[src/rtl/rv32i_pkg.sv]
// Shared RV32I opcodes, default bubble encoding and inter-stage bundles.
// Imported by the IF/ID stage and reused downstream by execute.
package rv32i_pkg;

    localparam logic [6:0] OPC_LOAD     = 7'b0000011;
    localparam logic [6:0] OPC_MISC_MEM = 7'b0001111;
    localparam logic [6:0] OPC_OP_IMM   = 7'b0010011;
    localparam logic [6:0] OPC_AUIPC    = 7'b0010111;
    localparam logic [6:0] OPC_STORE    = 7'b0100011;
    localparam logic [6:0] OPC_OP       = 7'b0110011;
    localparam logic [6:0] OPC_LUI      = 7'b0110111;
    localparam logic [6:0] OPC_BRANCH   = 7'b1100011;
    localparam logic [6:0] OPC_JALR     = 7'b1100111;
    localparam logic [6:0] OPC_JAL      = 7'b1101111;
    localparam logic [6:0] OPC_SYSTEM   = 7'b1110011;

    localparam logic [31:0] DEFAULT_NOP_INSN = 32'h0000_0013;

    typedef struct packed {
        logic reg_write;
        logic mem_read;
        logic mem_write;
        logic branch;
        logic jump;
        logic alu_src;
        logic mem_to_reg;
    } ctrl_t;

    typedef struct packed {
        logic        valid;
        logic [31:0] pc;
        logic [31:0] insn;
        logic [6:0]  opcode;
        logic [4:0]  rd;
        logic [4:0]  rs1;
        logic [4:0]  rs2;
        logic [2:0]  funct3;
        logic [6:0]  funct7;
        logic [31:0] imm;
        ctrl_t       ctrl;
        logic        illegal;
    } if_id_t;

endpackage

[src/rtl/if_id_decode_if.sv]
// Fetch -> IF/ID handshake and decoded bundle towards execute.
// slave is the IF/ID stage view; master is the surrounding pipeline view.
interface if_id_decode_if;

    logic        i_valid;
    logic [31:0] i_PC;
    logic [31:0] i_instruction;
    logic        i_stall;
    logic        i_flush;

    logic        o_valid;
    logic [31:0] o_PC;
    logic [31:0] o_instruction;
    logic [6:0]  o_opcode;
    logic [4:0]  o_rd;
    logic [4:0]  o_rs1;
    logic [4:0]  o_rs2;
    logic [2:0]  o_funct3;
    logic [6:0]  o_funct7;
    logic [31:0] o_imm;
    logic        o_reg_write;
    logic        o_mem_read;
    logic        o_mem_write;
    logic        o_branch;
    logic        o_jump;
    logic        o_alu_src;
    logic        o_mem_to_reg;
    logic        o_illegal;
    logic [31:0] o_PC_immed;
    logic        o_PCSrc;

    modport slave (
        input  i_valid, i_PC, i_instruction, i_stall, i_flush,
        output o_valid, o_PC, o_instruction, o_opcode, o_rd, o_rs1,
        output o_rs2, o_funct3, o_funct7, o_imm, o_reg_write,
        output o_mem_read, o_mem_write, o_branch, o_jump, o_alu_src,
        output o_mem_to_reg, o_illegal, o_PC_immed, o_PCSrc
    );

    modport master (
        output i_valid, i_PC, i_instruction, i_stall, i_flush,
        input  o_valid, o_PC, o_instruction, o_opcode, o_rd, o_rs1,
        input  o_rs2, o_funct3, o_funct7, o_imm, o_reg_write,
        input  o_mem_read, o_mem_write, o_branch, o_jump, o_alu_src,
        input  o_mem_to_reg, o_illegal, o_PC_immed, o_PCSrc
    );

endinterface

[src/rtl/imm_gen.sv]
// Combinational RV32I immediate generator, format selected by opcode.
import rv32i_pkg::*;

module imm_gen (
    input  logic [31:0] i_instruction,
    output logic [31:0] o_imm
);

    logic [31:0] x;
    assign x = i_instruction;

    always_comb begin
        o_imm = '0;
        case (x[6:0])
            OPC_LOAD, OPC_OP_IMM, OPC_JALR:
                o_imm = {{20{x[31]}}, x[31:20]};
            OPC_STORE:
                o_imm = {{20{x[31]}}, x[31:25], x[11:7]};
            OPC_BRANCH:
                o_imm = {{19{x[31]}}, x[31], x[7], x[30:25], x[11:8], 1'b0};
            OPC_LUI, OPC_AUIPC:
                o_imm = {x[31:12], 12'b0};
            OPC_JAL:
                o_imm = {{11{x[31]}}, x[31], x[19:12], x[20], x[30:21], 1'b0};
            default:
                o_imm = '0;
        endcase
    end

endmodule

[src/rtl/if_id_decode.sv]
// IF/ID pipeline register with RV32I decode; stall holds, flush bubbles.
// Define IFID_EARLY_JAL_EN to resolve JAL here and redirect fetch early.
import rv32i_pkg::*;

module if_id_decode #(
    parameter logic [31:0] NOP_INSN = DEFAULT_NOP_INSN
) (
    input  logic           i_clk,
    input  logic           i_rstn,
    if_id_decode_if.slave  bus
);

    if_id_t pipe_q, pipe_d;
    if_id_t dec;
    if_id_t bubble;
    logic [31:0] imm;
    logic        legal;
    logic        squash;

    imm_gen u_imm_gen (
        .i_instruction (bus.i_instruction),
        .o_imm         (imm)
    );

    always_comb begin
        bubble      = '0;
        bubble.insn = NOP_INSN;
    end

    always_comb begin
        dec         = '0;
        legal       = 1'b1;
        dec.valid   = 1'b1;
        dec.pc      = bus.i_PC;
        dec.insn    = bus.i_instruction;
        dec.opcode  = bus.i_instruction[6:0];
        dec.rd      = bus.i_instruction[11:7];
        dec.rs1     = bus.i_instruction[19:15];
        dec.rs2     = bus.i_instruction[24:20];
        dec.funct3  = bus.i_instruction[14:12];
        dec.funct7  = bus.i_instruction[31:25];
        dec.imm     = imm;
        case (dec.opcode)
            OPC_LOAD: begin
                dec.ctrl.reg_write  = 1'b1;
                dec.ctrl.mem_read   = 1'b1;
                dec.ctrl.alu_src    = 1'b1;
                dec.ctrl.mem_to_reg = 1'b1;
            end
            OPC_STORE: begin
                dec.ctrl.mem_write = 1'b1;
                dec.ctrl.alu_src   = 1'b1;
            end
            OPC_BRANCH: dec.ctrl.branch = 1'b1;
            OPC_OP:     dec.ctrl.reg_write = 1'b1;
            OPC_OP_IMM, OPC_LUI, OPC_AUIPC: begin
                dec.ctrl.reg_write = 1'b1;
                dec.ctrl.alu_src   = 1'b1;
            end
            OPC_JAL: begin
                dec.ctrl.reg_write = 1'b1;
                dec.ctrl.jump      = 1'b1;
            end
            OPC_JALR: begin
                dec.ctrl.reg_write = 1'b1;
                dec.ctrl.jump      = 1'b1;
                dec.ctrl.alu_src   = 1'b1;
            end
            OPC_MISC_MEM, OPC_SYSTEM: dec.ctrl = '0;
            default: legal = 1'b0;
        endcase
        if (bus.i_instruction[1:0] != 2'b11) legal = 1'b0;
        if (!legal) dec.ctrl = '0;
        dec.illegal = !legal;
        // Writes to x0 are architecturally discarded; drop them at decode.
        if (dec.rd == 5'd0) dec.ctrl.reg_write = 1'b0;
    end

`ifdef IFID_EARLY_JAL_EN
    assign bus.o_PCSrc    = pipe_q.valid && (pipe_q.opcode == OPC_JAL)
                            && !bus.i_stall;
    assign bus.o_PC_immed = pipe_q.pc + pipe_q.imm;
    // The redirect edge also kills the sequential fetch behind the JAL.
    assign squash         = bus.o_PCSrc;
`else
    assign bus.o_PCSrc    = 1'b0;
    assign bus.o_PC_immed = '0;
    assign squash         = 1'b0;
`endif

    always_comb begin
        pipe_d = pipe_q;
        if (bus.i_flush || squash) begin
            pipe_d = bubble;
        end else if (!bus.i_stall) begin
            pipe_d = bus.i_valid ? dec : bubble;
        end
    end

    always_ff @(posedge i_clk or negedge i_rstn) begin
        if (!i_rstn) begin
            pipe_q      <= '0;
            pipe_q.insn <= NOP_INSN;
        end else begin
            pipe_q <= pipe_d;
        end
    end

    assign bus.o_valid       = pipe_q.valid;
    assign bus.o_PC          = pipe_q.pc;
    assign bus.o_instruction = pipe_q.insn;
    assign bus.o_opcode      = pipe_q.opcode;
    assign bus.o_rd          = pipe_q.rd;
    assign bus.o_rs1         = pipe_q.rs1;
    assign bus.o_rs2         = pipe_q.rs2;
    assign bus.o_funct3      = pipe_q.funct3;
    assign bus.o_funct7      = pipe_q.funct7;
    assign bus.o_imm         = pipe_q.imm;
    assign bus.o_reg_write   = pipe_q.ctrl.reg_write;
    assign bus.o_mem_read    = pipe_q.ctrl.mem_read;
    assign bus.o_mem_write   = pipe_q.ctrl.mem_write;
    assign bus.o_branch      = pipe_q.ctrl.branch;
    assign bus.o_jump        = pipe_q.ctrl.jump;
    assign bus.o_alu_src     = pipe_q.ctrl.alu_src;
    assign bus.o_mem_to_reg  = pipe_q.ctrl.mem_to_reg;
    assign bus.o_illegal     = pipe_q.illegal;

endmodule

[src/flat_wrapper.sv]
// flat-port wrapper written by rule: the top's interface ports become plain ports
module if_id_decode_flat 
#(
    parameter logic [31:0] NOP_INSN = DEFAULT_NOP_INSN
)
  (i_clk, i_rstn, bus_i_valid, bus_i_PC, bus_i_instruction, bus_i_stall, bus_i_flush, bus_o_valid, bus_o_PC, bus_o_instruction, bus_o_opcode, bus_o_rd, bus_o_rs1, bus_o_rs2, bus_o_funct3, bus_o_funct7, bus_o_imm, bus_o_reg_write, bus_o_mem_read, bus_o_mem_write, bus_o_branch, bus_o_jump, bus_o_alu_src, bus_o_mem_to_reg, bus_o_illegal, bus_o_PC_immed, bus_o_PCSrc);
  if_id_decode_if bus_i ();
  input  logic i_clk;
  input  logic i_rstn;
  input wire logic [$bits(bus_i.i_valid)-1:0] bus_i_valid;
  input wire logic [$bits(bus_i.i_PC)-1:0] bus_i_PC;
  input wire logic [$bits(bus_i.i_instruction)-1:0] bus_i_instruction;
  input wire logic [$bits(bus_i.i_stall)-1:0] bus_i_stall;
  input wire logic [$bits(bus_i.i_flush)-1:0] bus_i_flush;
  output wire logic [$bits(bus_i.o_valid)-1:0] bus_o_valid;
  output wire logic [$bits(bus_i.o_PC)-1:0] bus_o_PC;
  output wire logic [$bits(bus_i.o_instruction)-1:0] bus_o_instruction;
  output wire logic [$bits(bus_i.o_opcode)-1:0] bus_o_opcode;
  output wire logic [$bits(bus_i.o_rd)-1:0] bus_o_rd;
  output wire logic [$bits(bus_i.o_rs1)-1:0] bus_o_rs1;
  output wire logic [$bits(bus_i.o_rs2)-1:0] bus_o_rs2;
  output wire logic [$bits(bus_i.o_funct3)-1:0] bus_o_funct3;
  output wire logic [$bits(bus_i.o_funct7)-1:0] bus_o_funct7;
  output wire logic [$bits(bus_i.o_imm)-1:0] bus_o_imm;
  output wire logic [$bits(bus_i.o_reg_write)-1:0] bus_o_reg_write;
  output wire logic [$bits(bus_i.o_mem_read)-1:0] bus_o_mem_read;
  output wire logic [$bits(bus_i.o_mem_write)-1:0] bus_o_mem_write;
  output wire logic [$bits(bus_i.o_branch)-1:0] bus_o_branch;
  output wire logic [$bits(bus_i.o_jump)-1:0] bus_o_jump;
  output wire logic [$bits(bus_i.o_alu_src)-1:0] bus_o_alu_src;
  output wire logic [$bits(bus_i.o_mem_to_reg)-1:0] bus_o_mem_to_reg;
  output wire logic [$bits(bus_i.o_illegal)-1:0] bus_o_illegal;
  output wire logic [$bits(bus_i.o_PC_immed)-1:0] bus_o_PC_immed;
  output wire logic [$bits(bus_i.o_PCSrc)-1:0] bus_o_PCSrc;
  assign bus_i.i_valid = bus_i_valid;
  assign bus_i.i_PC = bus_i_PC;
  assign bus_i.i_instruction = bus_i_instruction;
  assign bus_i.i_stall = bus_i_stall;
  assign bus_i.i_flush = bus_i_flush;
  assign bus_o_valid = bus_i.o_valid;
  assign bus_o_PC = bus_i.o_PC;
  assign bus_o_instruction = bus_i.o_instruction;
  assign bus_o_opcode = bus_i.o_opcode;
  assign bus_o_rd = bus_i.o_rd;
  assign bus_o_rs1 = bus_i.o_rs1;
  assign bus_o_rs2 = bus_i.o_rs2;
  assign bus_o_funct3 = bus_i.o_funct3;
  assign bus_o_funct7 = bus_i.o_funct7;
  assign bus_o_imm = bus_i.o_imm;
  assign bus_o_reg_write = bus_i.o_reg_write;
  assign bus_o_mem_read = bus_i.o_mem_read;
  assign bus_o_mem_write = bus_i.o_mem_write;
  assign bus_o_branch = bus_i.o_branch;
  assign bus_o_jump = bus_i.o_jump;
  assign bus_o_alu_src = bus_i.o_alu_src;
  assign bus_o_mem_to_reg = bus_i.o_mem_to_reg;
  assign bus_o_illegal = bus_i.o_illegal;
  assign bus_o_PC_immed = bus_i.o_PC_immed;
  assign bus_o_PCSrc = bus_i.o_PCSrc;
  if_id_decode #(.NOP_INSN(NOP_INSN)) u_core (.i_clk(i_clk), .i_rstn(i_rstn), .bus(bus_i));
endmodule
[config.mk]
export PLATFORM = sky130hd
export DESIGN_NAME = if_id_decode_flat
export DESIGN_NICKNAME = d
export VERILOG_FILES = /design/src/rtl/rv32i_pkg.sv /design/src/rtl/if_id_decode_if.sv /design/src/rtl/imm_gen.sv /design/src/rtl/if_id_decode.sv /design/src/flat_wrapper.sv
export SDC_FILE = /design/constraint.sdc
export NUM_CORES = 1
export LEC_CHECK = 0
export ABC_CLOCK_PERIOD_IN_PS = 960
export CORE_MARGIN = 3
export CORE_UTILIZATION = 40
export CTS_BUF_LIST = sky130_fd_sc_hd__clkbuf_4 sky130_fd_sc_hd__clkbuf_8
export CTS_CLUSTER_SIZE = 8
export DETAILED_ROUTE_END_ITERATION = 16
export DONT_BUFFER_PORTS = 1
export PLACE_DENSITY = 0.65
export SYNTH_ARGS = -nofsm -noshare
export SYNTH_HDL_FRONTEND = slang
export SYNTH_SLANG_ARGS = --single-unit
[constraint.sdc]
create_clock -name i_clk -period 0.96 [get_ports i_clk]
set_clock_uncertainty 0.05 [all_clocks]
set_input_delay 0.144 -clock i_clk [delete_from_list [all_inputs] [get_ports i_clk]]
set_output_delay 0.144 -clock i_clk [all_outputs]
set_load 0.05 [all_outputs]
* Yosys cells after proc, flatten, opt, wreduce, memory -nomap -nowiden
Index checks and enable logic that the tools add are counted.
Storage, ports and cells: register bits after elaboration 137, input port bits 69, output and inout port bits 170, logic and storage cells 53
Cells by class: mux-type cells 14, reduce and logical (&&, ||, !) cells 8, equal/unequal tests 13
Operator list (number):
- 137-bit 2-to-1 mux | 3
- 32-bit case mux with 5 select lines | 1
- 7-bit == test, second input constant | 4
- 7-bit by 6-bit == test with 1-bit output, second input constant | 3
- 7-bit by 5-bit == test with 1-bit output, second input constant | 2
- 11-bit OR reduction | 1
- 1-bit 2-to-1 mux | 9
- 7-bit by 2-bit == test with 1-bit output, second input constant | 1
- 7-bit by 4-bit == test with 1-bit output, second input constant | 1
- 7-bit 2-to-1 mux | 1
- 7-bit OR reduction | 1
- 6-bit OR reduction | 1
- 5-bit logical NOT | 1
- 2-bit OR reduction | 2
- 3-bit OR reduction | 1
- 2-bit by 1-bit inequality test with 1-bit output, second input constant | 1
- 2-bit inequality test, second input constant | 1
- 1-bit logical NOT | 1

* Depth between registers and ports, before layout
depth in word-level cells 9, gate-level depth with buffers 6, mapped depth without buffers 4

* Cells and area by module
A second synthesis with hierarchy kept.
Unflattened totals: cells, all modules 418, area, all modules 4929.7 sq um
By module, submodules not included:
- if_id_decode | cells an instance 339, area an instance 4383.0 sq um, sequential area each 2681.3 sq um, times used 1
- imm_gen | cells an instance 79, area an instance 546.8 sq um, sequential area each 0.0 sq um, times used 1

* Worst setup path after synthesis
OpenSTA, ideal clock, no wires.
path type input to register, from in bus_i_instruction[5], to reg u_core.pipe_q, in the netlist u_core.bus.o_imm[20], library setup time 67 ps, arrival time 1411 ps, data required time 843 ps, path buffers 2, setup slack -567 ps, cell stages on the path 6, cell sequence buf_6 -> or3_4 -> a211o_4 -> a31oi_4 -> buf_6 -> a221o_1
Between the ends: word-level cells in the longest chain between the ends 6, elaborated cells between the ends (all ways) 14, classes of those cells eq/ne: 8; mux: 4; reduce/logical: 2
Ends and longest elaborated chain:
- from (decl) | line flat_wrapper.sv:12 | input wire logic [$bits(bus_i.i_instruction)-1:0] bus_i_instruction;
- 7-bit by 2-bit == test with 1-bit output, or another cell as far along | line imm_gen.sv:14 | case (x[6:0])
- 3-bit OR reduction / 2-bit OR reduction (equally long branches) | line imm_gen.sv:14
- 32-bit case mux with 5 select lines (*) | line imm_gen.sv:14
- 137-bit 2-to-1 mux (*) | line if_id_decode.sv:96 | pipe_d = bus.i_valid ? dec : bubble;
- 137-bit 2-to-1 mux (*) | line if_id_decode.sv:95 | end else if (!bus.i_stall) begin
- 137-bit 2-to-1 mux (*) | line if_id_decode.sv:93 | if (bus.i_flush || squash) begin
- to (signal assigned) | line if_id_decode.sv:105 | pipe_q <= pipe_d;
- to (decl) | line if_id_decode.sv:13 | if_id_t pipe_q, pipe_d;
Every way passes the cells marked *; elsewhere a longest branch is shown, timed or not. The select of a mux whose other input is x is not followed. A chain may end at the register's enable or synchronous reset.

* Worst setup path after layout
from reg u_core.pipe_q, in the netlist u_core.bus.o_instruction[0], to out bus_o_instruction[0]
RTL lines:
- to (decl) | line flat_wrapper.sv:17 | output wire logic [$bits(bus_i.o_instruction)-1:0] bus_o_instruction;
No word-level cell between the ends.

==> flow_metrics.tcl <==
set metrics [dict create \
    num_vias 4205 \
    final-setup-viol-count 171 \
    leakagePower_uw 0.00385 \
    synth_top_cell_area_share_pct 53.5 \
    period_share_pct 134 \
    min_path_type "primary input to async pin" \
    holdWs_ns -0.608 \
    synth-seq-cells 107 \
    hpwl_mm 10.1 \
    final_cells 776 \
    period_needed_ns 1.29 \
    maxSlewViolCount 0 \
    dr.first_iter.drc_count 300 \
    slowest_stage "dfstp_2" \
    synthFlopType "dfrtp_1" \
    grt_pass1_vias 4393 \
    yosysUniqueCellTypes 50 \
    numClockSinks 107 \
    start_kind "flip-flop" \
    setup_ws_ns -0.327 \
    die_h_um 116 \
    drive_above_1_share_pct 48.1 \
    track_usage_pct 23.6 \
    cap_viol_max_count 0 \
    drt-wirelength-per-cell_um 21.3 \
    drc_errors 0 \
    wl_met3_mm 1.44 \
    wl_met2_mm 8.66 \
    power_uw 9730 \
    fin_tns_setup_ns -33.48 \
    detail-route-antenna-nets 0 \
    failed_checks "negative hold slack, negative setup slack" \
    crit_path_cell_trace "buf_12" \
    rsz0062_at_grt "true" \
    async_flop_share_pct 100 \
    critPathKind "flip-flop to primary output" \
    met1_length_mm 6.17 \
    die_area_um2 13500 \
    required_ns 0.77 \
    cp_slowest_stage_delay_ns 0.58 \
    nFillCells 732 \
    final_area_um2 8410 \
    cts_max_path_buffers 2 \
    power.density_nw_per_um2 1160 \
    critPathArrivalTime_ns 1.09 \
    grt_pass1_wl_mm 24.5 \
    status "complete, but fails checks" \
    yosysTopAreaCell "dfrtp_1" \
    clk_latency_ns 0.39 \
    synth_area_um2 4860 \
    critPathTopFamily "flip-flops" \
    antenna_found_initial 1 \
    yosysWarnings 0 \
    hold_buffers 65 \
    overflow 0 \
    wirelength_mm 16.5 \
    synth_edf_count 0 \
    h-tree-depth 3 \
    ys_seq_area_share_pct 55.1 \
    worst-path-buf-inv 1 \
    initial_core_util_pct 41.7 \
    maxUsedRoutingLayer "met4" \
    io_pins 239 \
    dr.pass1.iters 4 \
    std_cell_rows 39 \
    root_buffer "clkbuf_8" \
    synth_area_leaders "dfrtp_1 53%, a22o_1 12%, buf_4 10%, a21boi_0 2.2%, a22oi_1 2.2%" \
    area_growth_pct 72.8 \
    cts_tree "yes" \
    fin_nets 696 \
    cp-end-kind "primary output" \
    core_area_um2 11700 \
    cts_made_buffers 9 \
    final_util_pct 72.1 \
    timing.fmax_mhz 777 \
    syn_area_per_cell_um2 12.0 \
    crit_fanout 2 \
    portBuffers 0 \
    placed_cells 635 \
    ir_worst_vdd_mv 1.01 \
    synth_cells 407 \
    finalHoldViolCount 112 \
    grt_max_degree 108 \
    cts.clk_slew.worst_paths_ns 0.10 \
    place_area_um2 6750 \
    die_w_um 116 \
    place.gp.congestion 0.855 \
    via_per_inst 5.42 \
]
-- synthesized netlist by cell type (2+ instances only) --
| master | instances |
|---|---|
| a2111oi_0 | 2 |
| a21boi_0 | 14 |
| a21oi_1 | 5 |
| a221o_1 | 10 |
| a22o_1 | 67 |
| a22oi_1 | 14 |
| a31oi_4 | 2 |
| a32o_1 | 6 |
| a32oi_1 | 2 |
| buf_2 | 5 |
| buf_4 | 68 |
| buf_6 | 3 |
| clkbuf_1 | 17 |
| dfrtp_1 | 104 |
| dfstp_2 | 3 |
| inv_1 | 3 |
| nand2_1 | 26 |
| nand2b_1 | 3 |
| nand3_1 | 3 |
| nand4b_1 | 2 |
| nor2_1 | 9 |
| nor4_1 | 2 |
| o21ai_0 | 7 |
| o21ai_1 | 2 |
| o22a_1 | 2 |
| or3b_2 | 2 |
-- placed cells by master, fill, tap and decap left out, types with 8 or more instances in the layout --
master	n
buf_12	81
buf_4	75
dfrtp_1	72
a22o_1	67
dlygate4sd3_1	59
buf_6	49
conb_1	33
dfrtp_2	32
nand2_1	21
a221o_1	10
clkbuf_8	10
a22oi_2	8
-- timing repair --
item / CTS / global route
cloned: 1 / 0
endpoints found under the setup margin: 166 / 176
resized for setup: 55 / 46
hold endpoints to repair: 209 / 112
setup buffers: 30 / 30
pin swaps: 17 / 18
-- metrics by stage --
stage | setup slack (ns) | hold WS (ns)
global route | -0.372 | -0.657
floorplan | -0.551 | -0.202
global placement | -0.497 | -0.197
finish | -0.327 | -0.608
detailed placement | -0.517 | -0.198
CTS | -0.350 | -0.638
-- metal layers --
layer,vias to the layer above,track usage (%)
li1,1855,-
met1,2117,27.6
met2,203,41.7
met3,30,7.93
met4,0,5.96
met5,-,0
-- final cells by class --
type	count	area, µm²	share of cell area [%]
Timing Repair Buffer	271	3430	40.8
Sequential cell	107	2720	32.4
Multi-Input combinational cell	235	1880	22.4
Tap cell	143	179	2.13
Clock buffer	10	138	1.64
Clock inverter	6	47.5	0.566
Inverter	3	11.3	0.134
Antenna cell	1	2.50	0.0298
-- final timing paths --
check	start	endpoint	slack [ns]	cells after the start
worst max-delay path	u_core.bus.o_instruction[0]	bus_o_instruction[0]	-0.33	1
worst min-delay path	i_rstn	u_core.bus.o_PC[19]	-0.61	0
worst max register to register	u_core.bus.o_imm[21]	u_core.bus.o_imm[21]	-0.13	3
worst min register to register	u_core.bus.o_PC[0]	u_core.bus.o_PC[0]	0.48	1
max in group asynchronous	i_rstn	u_core.bus.o_instruction[4]	1.24	0
min in group i_clk	bus_i_flush	u_core.bus.o_imm[4]	-0.02	3
-- report_power, final --
group	internal (µW)	switching [µW]	leakage [µW]	total (µW)
sequential	4630	140	0.00141	4770
clock	1040	1610	0.0000933	2650
combinational	944	1360	0.00235	2310
-- state kept, by name, summed over array words and instances (netlist names) --
signal and count:
u_core.bus.o_funct3 2, u_core.bus.o_rs1 4, u_core.bus.o_rs2 4, u_core.bus.o_imm 32
u_core.bus.o_illegal 1, u_core.bus.o_reg_write 1, u_core.bus.o_jump 1, u_core.bus.o_mem_write 1
u_core.bus.o_branch 1, u_core.bus.o_mem_read 1, u_core.bus.o_valid 1, u_core.bus.o_funct7 6
u_core.bus.o_alu_src 1, u_core.bus.o_PC 32, u_core.bus.o_instruction 9, u_core.bus.o_rd 4
u_core.bus.o_opcode 6
-- logic make-up (layout without fill, tap and decap cells) --
group	Yosys count	in the layout	synth area share, %
AO/OA/AOI/OAI	141	141	24.7
buffers and inverters	97	290	13.4
flip-flops	107	107	55.1
other	1	34	0.0771
AND/OR/NAND/NOR	61	61	6.74
No activity file was read; power rests on OpenSTA's default activity.
